[config.mk]
export PLATFORM = sky130hd
export DESIGN_NAME = program_loader
export DESIGN_NICKNAME = d
export VERILOG_FILES = /design/src/rtl/program_loader.sv
export SDC_FILE = /design/constraint.sdc
export NUM_CORES = 1
export LEC_CHECK = 0
export ABC_AREA = 1
export CELL_PAD_IN_SITES_DETAIL_PLACEMENT = 1
export CELL_PAD_IN_SITES_GLOBAL_PLACEMENT = 1
export CORE_UTILIZATION = 33
export CTS_CLUSTER_SIZE = 14
export DETAILED_ROUTE_END_ITERATION = 8
export HOLD_SLACK_MARGIN = 0.05
export PLACE_DENSITY_LB_ADDON = 0.3
export SYNTH_ARGS = -nofsm -noshare
export SYNTH_HDL_FRONTEND = slang
export SYNTH_SLANG_ARGS = --single-unit
[constraint.sdc]
create_clock -name CLK -period 2.4 [get_ports CLK]
set_input_delay 0.48 -clock CLK [delete_from_list [all_inputs] [get_ports CLK]]
set_output_delay 0.48 -clock CLK [all_outputs]
set_load 0.02 [all_outputs]
[src/rtl/program_loader.sv]
`default_nettype none
// ============================================================================
// Module   : program_loader
// Purpose  : Frames a UART byte stream (AA, LEN_LO, LEN_HI, 4*N data, XOR csum)
//            into inst_fetch loader strobes and reports done/error status.
// Revision : 1.0 - initial release
// ============================================================================
module program_loader #(
  parameter int INST_MEM_WIDTH = 2,
  parameter int TIMEOUT        = 100000
) (
  input  logic       CLK,
  input  logic       reset,
  input  logic [7:0] rx_data,
  input  logic       rx_valid,
  output logic [7:0] input_data,
  output logic       input_valid,
  output logic       input_start,
  output logic       input_end,
  output logic       busy,
  output logic       done,
  output logic       error
);

  localparam int              TMR_W       = $clog2(TIMEOUT + 1);
  localparam logic [TMR_W-1:0] c_tmr_last = TMR_W'(TIMEOUT - 1);
  localparam logic [16:0]     c_max_words = 17'd1 << INST_MEM_WIDTH;
  localparam logic [7:0]      c_magic     = 8'hAA;

  typedef enum logic [2:0] {
    S_IDLE = 3'd0,
    S_LEN0 = 3'd1,
    S_LEN1 = 3'd2,
    S_DATA = 3'd3,
    S_CSUM = 3'd4
  } state_t;

  state_t             r_state,    w_state;
  logic [7:0]         r_len_lo,   w_len_lo;
  logic [15:0]        r_nwords,   w_nwords;
  logic [7:0]         r_csum,     w_csum;
  logic [17:0]        r_byte_cnt, w_byte_cnt;
  logic [TMR_W-1:0]   r_tmr,      w_tmr;
  logic [7:0]         r_data,     w_data;
  logic               r_valid,    w_valid;
  logic               r_start,    w_start;
  logic               r_end,      w_end;
  logic               r_busy,     w_busy;
  logic               r_done,     w_done;
  logic               r_error,    w_error;

  logic [15:0]        w_len_word;
  logic               w_len_bad;
  logic [17:0]        w_total;
  logic [17:0]        w_cnt_inc;
  logic               w_expire;

  assign w_len_word = {rx_data, r_len_lo};
  assign w_len_bad  = (w_len_word == 16'd0) || ({1'b0, w_len_word} > c_max_words);
  assign w_total    = {r_nwords, 2'b00};
  assign w_cnt_inc  = r_byte_cnt + 18'd1;
  // A byte arriving on the expiry cycle takes priority over the timeout.
  assign w_expire   = (r_state != S_IDLE) && !rx_valid && (r_tmr == c_tmr_last);

  always_comb begin
    w_state    = r_state;
    w_len_lo   = r_len_lo;
    w_nwords   = r_nwords;
    w_csum     = r_csum;
    w_byte_cnt = r_byte_cnt;
    w_data     = r_data;
    w_valid    = 1'b0;
    w_start    = 1'b0;
    w_end      = 1'b0;
    w_done     = r_done;
    w_error    = r_error;
    w_tmr      = (r_state == S_IDLE || rx_valid) ? '0 : r_tmr + TMR_W'(1);

    case (r_state)
      S_IDLE: begin
        if (rx_valid && rx_data == c_magic) begin
          w_state    = S_LEN0;
          w_done     = 1'b0;
          w_error    = 1'b0;
          w_csum     = 8'h00;
          w_byte_cnt = 18'd0;
        end
      end
      S_LEN0: begin
        if (rx_valid) begin
          w_len_lo = rx_data;
          w_state  = S_LEN1;
        end else if (w_expire) begin
          w_error = 1'b1;
          w_state = S_IDLE;
        end
      end
      S_LEN1: begin
        if (rx_valid) begin
          w_nwords = w_len_word;
          if (w_len_bad) begin
            w_error = 1'b1;
            w_state = S_IDLE;
          end else begin
            w_start = 1'b1;
            w_state = S_DATA;
          end
        end else if (w_expire) begin
          w_error = 1'b1;
          w_state = S_IDLE;
        end
      end
      S_DATA: begin
        if (rx_valid) begin
          w_data     = rx_data;
          w_valid    = 1'b1;
          w_csum     = r_csum ^ rx_data;
          w_byte_cnt = w_cnt_inc;
          if (w_cnt_inc == w_total) w_state = S_CSUM;
        end else if (w_expire) begin
          // Load already opened: close it so inst_fetch leaves load mode.
          w_error = 1'b1;
          w_end   = 1'b1;
          w_state = S_IDLE;
        end
      end
      S_CSUM: begin
        if (rx_valid) begin
          w_end   = 1'b1;
          w_done  = (rx_data == r_csum);
          w_error = (rx_data != r_csum);
          w_state = S_IDLE;
        end else if (w_expire) begin
          w_error = 1'b1;
          w_end   = 1'b1;
          w_state = S_IDLE;
        end
      end
      default: begin
        w_state = S_IDLE;
      end
    endcase

    w_busy = (w_state != S_IDLE);
  end

  always_ff @(posedge CLK or negedge reset) begin
    if (!reset) begin
      r_state    <= S_IDLE;
      r_len_lo   <= 8'h00;
      r_nwords   <= 16'h0000;
      r_csum     <= 8'h00;
      r_byte_cnt <= 18'd0;
      r_tmr      <= '0;
      r_data     <= 8'h00;
      r_valid    <= 1'b0;
      r_start    <= 1'b0;
      r_end      <= 1'b0;
      r_busy     <= 1'b0;
      r_done     <= 1'b0;
      r_error    <= 1'b0;
    end else begin
      r_state    <= w_state;
      r_len_lo   <= w_len_lo;
      r_nwords   <= w_nwords;
      r_csum     <= w_csum;
      r_byte_cnt <= w_byte_cnt;
      r_tmr      <= w_tmr;
      r_data     <= w_data;
      r_valid    <= w_valid;
      r_start    <= w_start;
      r_end      <= w_end;
      r_busy     <= w_busy;
      r_done     <= w_done;
      r_error    <= w_error;
    end
  end

  assign input_data  = r_data;
  assign input_valid = r_valid;
  assign input_start = r_start;
  assign input_end   = r_end;
  assign busy        = r_busy;
  assign done        = r_done;
  assign error       = r_error;

endmodule
`default_nettype wire

==> out/metrics.yaml <==
power_and_ir_drop:
  p_sw_frac: 0.283
  p_clk_frac: 0.416
  switchingPower_mw: 1.05
  comb_power_share: 0.137
  powerDensity_mw_per_mm2: 677
  seqPwrFrac: 0.447
  power_leakage_nw: 2.49
  internal-power_mw: 2.65
  vdd_ir_drop_max_uv: 388
  total_power_mw: 3.70
floorplan:
  num_io_pins: 25
  die_h_microns: 119
  dieArea_sq_mm: 0.0141
  floorplan.initialDensity: 0.339
  fp.coreArea_sq_mm: 0.0133
  die_w_microns: 119
  rows: 42
critical_path:
  crit_path_end_kind: "flip-flop"
  critical_path.top_delay_family: "simple AND/OR/NAND/NOR gates"
  crit_buf_inv: 0
  cpMostUsedCell: "nand2_1"
  worst_path_max_delay_cell: "dfrtp_2"
  cp.arrival_ns: 2.39
  required_ns: 2.63
  critPathKind: "reg -> reg"
  crit_path_max_incr_delay_ns: 0.41
  crit_fanout: 6
  start_kind: "flip-flop"
  path_cells: "ha_4, nand2_4, nor2_8, nand3_2, nand2_1, nand2_1, nand2_1, nand2_1, nor2_1, nand2_2, nor2_4, nand2_1, nand2_1, nand2_1, a21oi_2, nand3_1"
timing:
  worst_slew_pin_slew_ns: 0.480
  relSlewSlack: 0.680
  fin_skew_ns: 0.0112
  setup_viol: 0
  slew_viol_final: 0
  hold_violations: 0
  max_clock_freq_ghz: 0.463
  post-route-min-period_ns: 2.16
  rsz0062_at_grt: "no"
  setup_tns_ns: 0
  finalCritPeriodShare: 0.900
cts:
  clkTransAtPathRegs_ns: 0.06
  cts_buffers: 9
  clockBufferDepth: 2
  htree_levels: 3
  cts_root_buf: "clkbuf_16"
  cts.sinks: 84
  worstSkewPairLatency_ns: 0.36
  cts_tree: "done"
cells_and_area:
  fillers: 1625
  multi_input_area_sq_mm: 0.00211
  layout-drive-gt1-share: 0.146
  final_area_sq_mm: 0.00546
  regArea_sq_mm: 0.00210
  final_cell_count_no_fill: 791
  fin_nets: 623
  diodes: 0
  syn_to_final_growth_pct: 21.4
synthesis:
  synth_edf_count: 0
  synthDistinctLibCells: 41
  ys_ff_latch: 84
  synth_area_leaders: "dfrtp_1 (47%), nand2_1 (11%), inv_1 (5.8%), o21ai_0 (5.2%), nand3_1 (4.8%)"
  ys_seq_area_frac: 0.467
  synth.most_common_cell: "nand2_1"
  yosys.area.top_type: "dfrtp_1"
  synth_warnings: 0
  synth_cells: 564
  ys_async_sr_fraction: 1.00
  netlist_top_cells_count: "nand2_1 (126), dfrtp_1 (84), inv_1 (70)"
  synth_ff_type: "dfrtp_1"
  synthesis.nets: 577
  syn_area_per_cell_sq_um: 7.98
  yosys.area.top_type_share: 0.467
  syn_area_sq_mm: 0.00450
placement:
  dp_hpwl_microns: 9350
  portBuffers: 24
  postPlaceCellArea_sq_mm: 0.00506
  dp.cells: 771
  routabilityCongestion: 0.876
drt:
  dr.pass1.iters: 4
  drt-total-wl_microns: 12600
  vias: 3903
  drt-initial-drc-count: 136
  wl_per_cell_microns: 16.0
  antenna_left: 0
  drc: 0
  routed_via_density: 4.93
grt:
  grt_pass1_vias: 4128
  grt_start_max_net_pins: 85
  grt_pass1_wl_microns: 21100
  grt_use_total: 0.195
  grt_overflow: 0
  antenna_found_initial: 0
outcome:
  status: "finished clean"
job:
  drv_cap: 0
worst_hold_path:
  min_path_type: "in -> async"
## sequential cells by signal, summed over array words and instances (netlist names)
register	count
done	1
r_byte_cnt	18
r_state	3
r_csum	8
input_end	1
r_len_lo	8
input_data	8
busy	1
input_valid	1
r_tmr	17
r_nwords	16
error	1
input_start	1
## placed cells by master, fill, tap and decap left out, types with 3 or more instances in the layout
cell               n
nand4_1           15
nor2_1            48
xor2_1             3
inv_1             70
buf_4             23
nand3b_1           5
mux2_2             4
nor4_1             5
inv_2              4
o22ai_1           12
dfrtp_1           82
nor3_1            13
nor2_4             7
clkdlybuf4s50_1   23
nand2_1          125
clkinvlp_4         3
clkbuf_16          9
o21ai_0           47
o21ai_1            3
nand3_1           40
nor2_2             5
nand2_4            3
o21bai_1           3
xnor2_1            7
a21oi_1           15
nand2_2            8
nand3_2            6
## final cells by class
type	count	share of cell area
Clock inverter	7	0.0183
Timing Repair Buffer	47	0.0774
Sequential cell	84	0.385
Tap cell	176	0.0403
Inverter	76	0.0522
Multi-Input combinational cell	392	0.385
Clock buffer	9	0.0412
## cell families after synthesis
| logic type | count (synthesis) | synth area share |
|---|---|---|
| flip-flops | 84 | 0.467 |
| buffers and inverters | 88 | 0.0762 |
| AND/OR/NAND/NOR | 287 | 0.308 |
| adder cells (fa/ha/maj) | 2 | 0.00556 |
| XOR/XNOR | 11 | 0.0245 |
| AO/OA/AOI/OAI | 88 | 0.109 |
| multiplexers | 4 | 0.0100 |
## per-stage QoR
step,util,setup slack (ns),hold WS [ns]
final,0.411,0.241,0.152
after global routing,0.411,0.0188,0.182
after CTS,0.405,0.0945,0.184
after detailed placement,0.380,0.0254,0.473
after global placement,0.380,0.0596,0.451
after floorplan,-,0.488,0.184
## layer usage
| metal | GRT usage | wire, microns |
|---|---|---|
| met5 | 0 | 0 |
| met4 | 0.0657 | 176 |
| met3 | 0.0425 | 295 |
| met2 | 0.319 | 6040 |
| met1 | 0.254 | 6120 |
## path summary, 6_finish.rpt
kind / from / to / slack (ns) / cells after the start
worst max-delay path: r_byte_cnt[0] / busy / 0.24 / 16
worst min-delay path: reset / r_byte_cnt[5] / 0.15 / 2
worst max register to register: r_byte_cnt[0] / busy / 0.24 / 16
worst min register to register: r_tmr[0] / r_tmr[0] / 0.47 / 1
max in group asynchronous: reset / r_nwords[14] / 1.87 / 2
min in group CLK: r_tmr[0] / r_tmr[0] / 0.47 / 1
## power groups by stage
stage	combinational, mW	clock [mW]	sequential [mW]
2_1_floorplan	0.317	0	1.65
3_3_place_gp	0.480	0	1.67
3_5_place_dp	0.497	0	1.68
4_1_cts	0.502	1.58	1.65
5_1_grt	0.573	1.63	1.67
6_report	0.506	1.54	1.65
## timing repair
item	4_1_cts	5_1_grt
endpoints found under the setup margin	0	5
setup buffers	0	4
gates resized for setup	0	12
hold buffers	0	0
(Power assumes the default switching activity.)
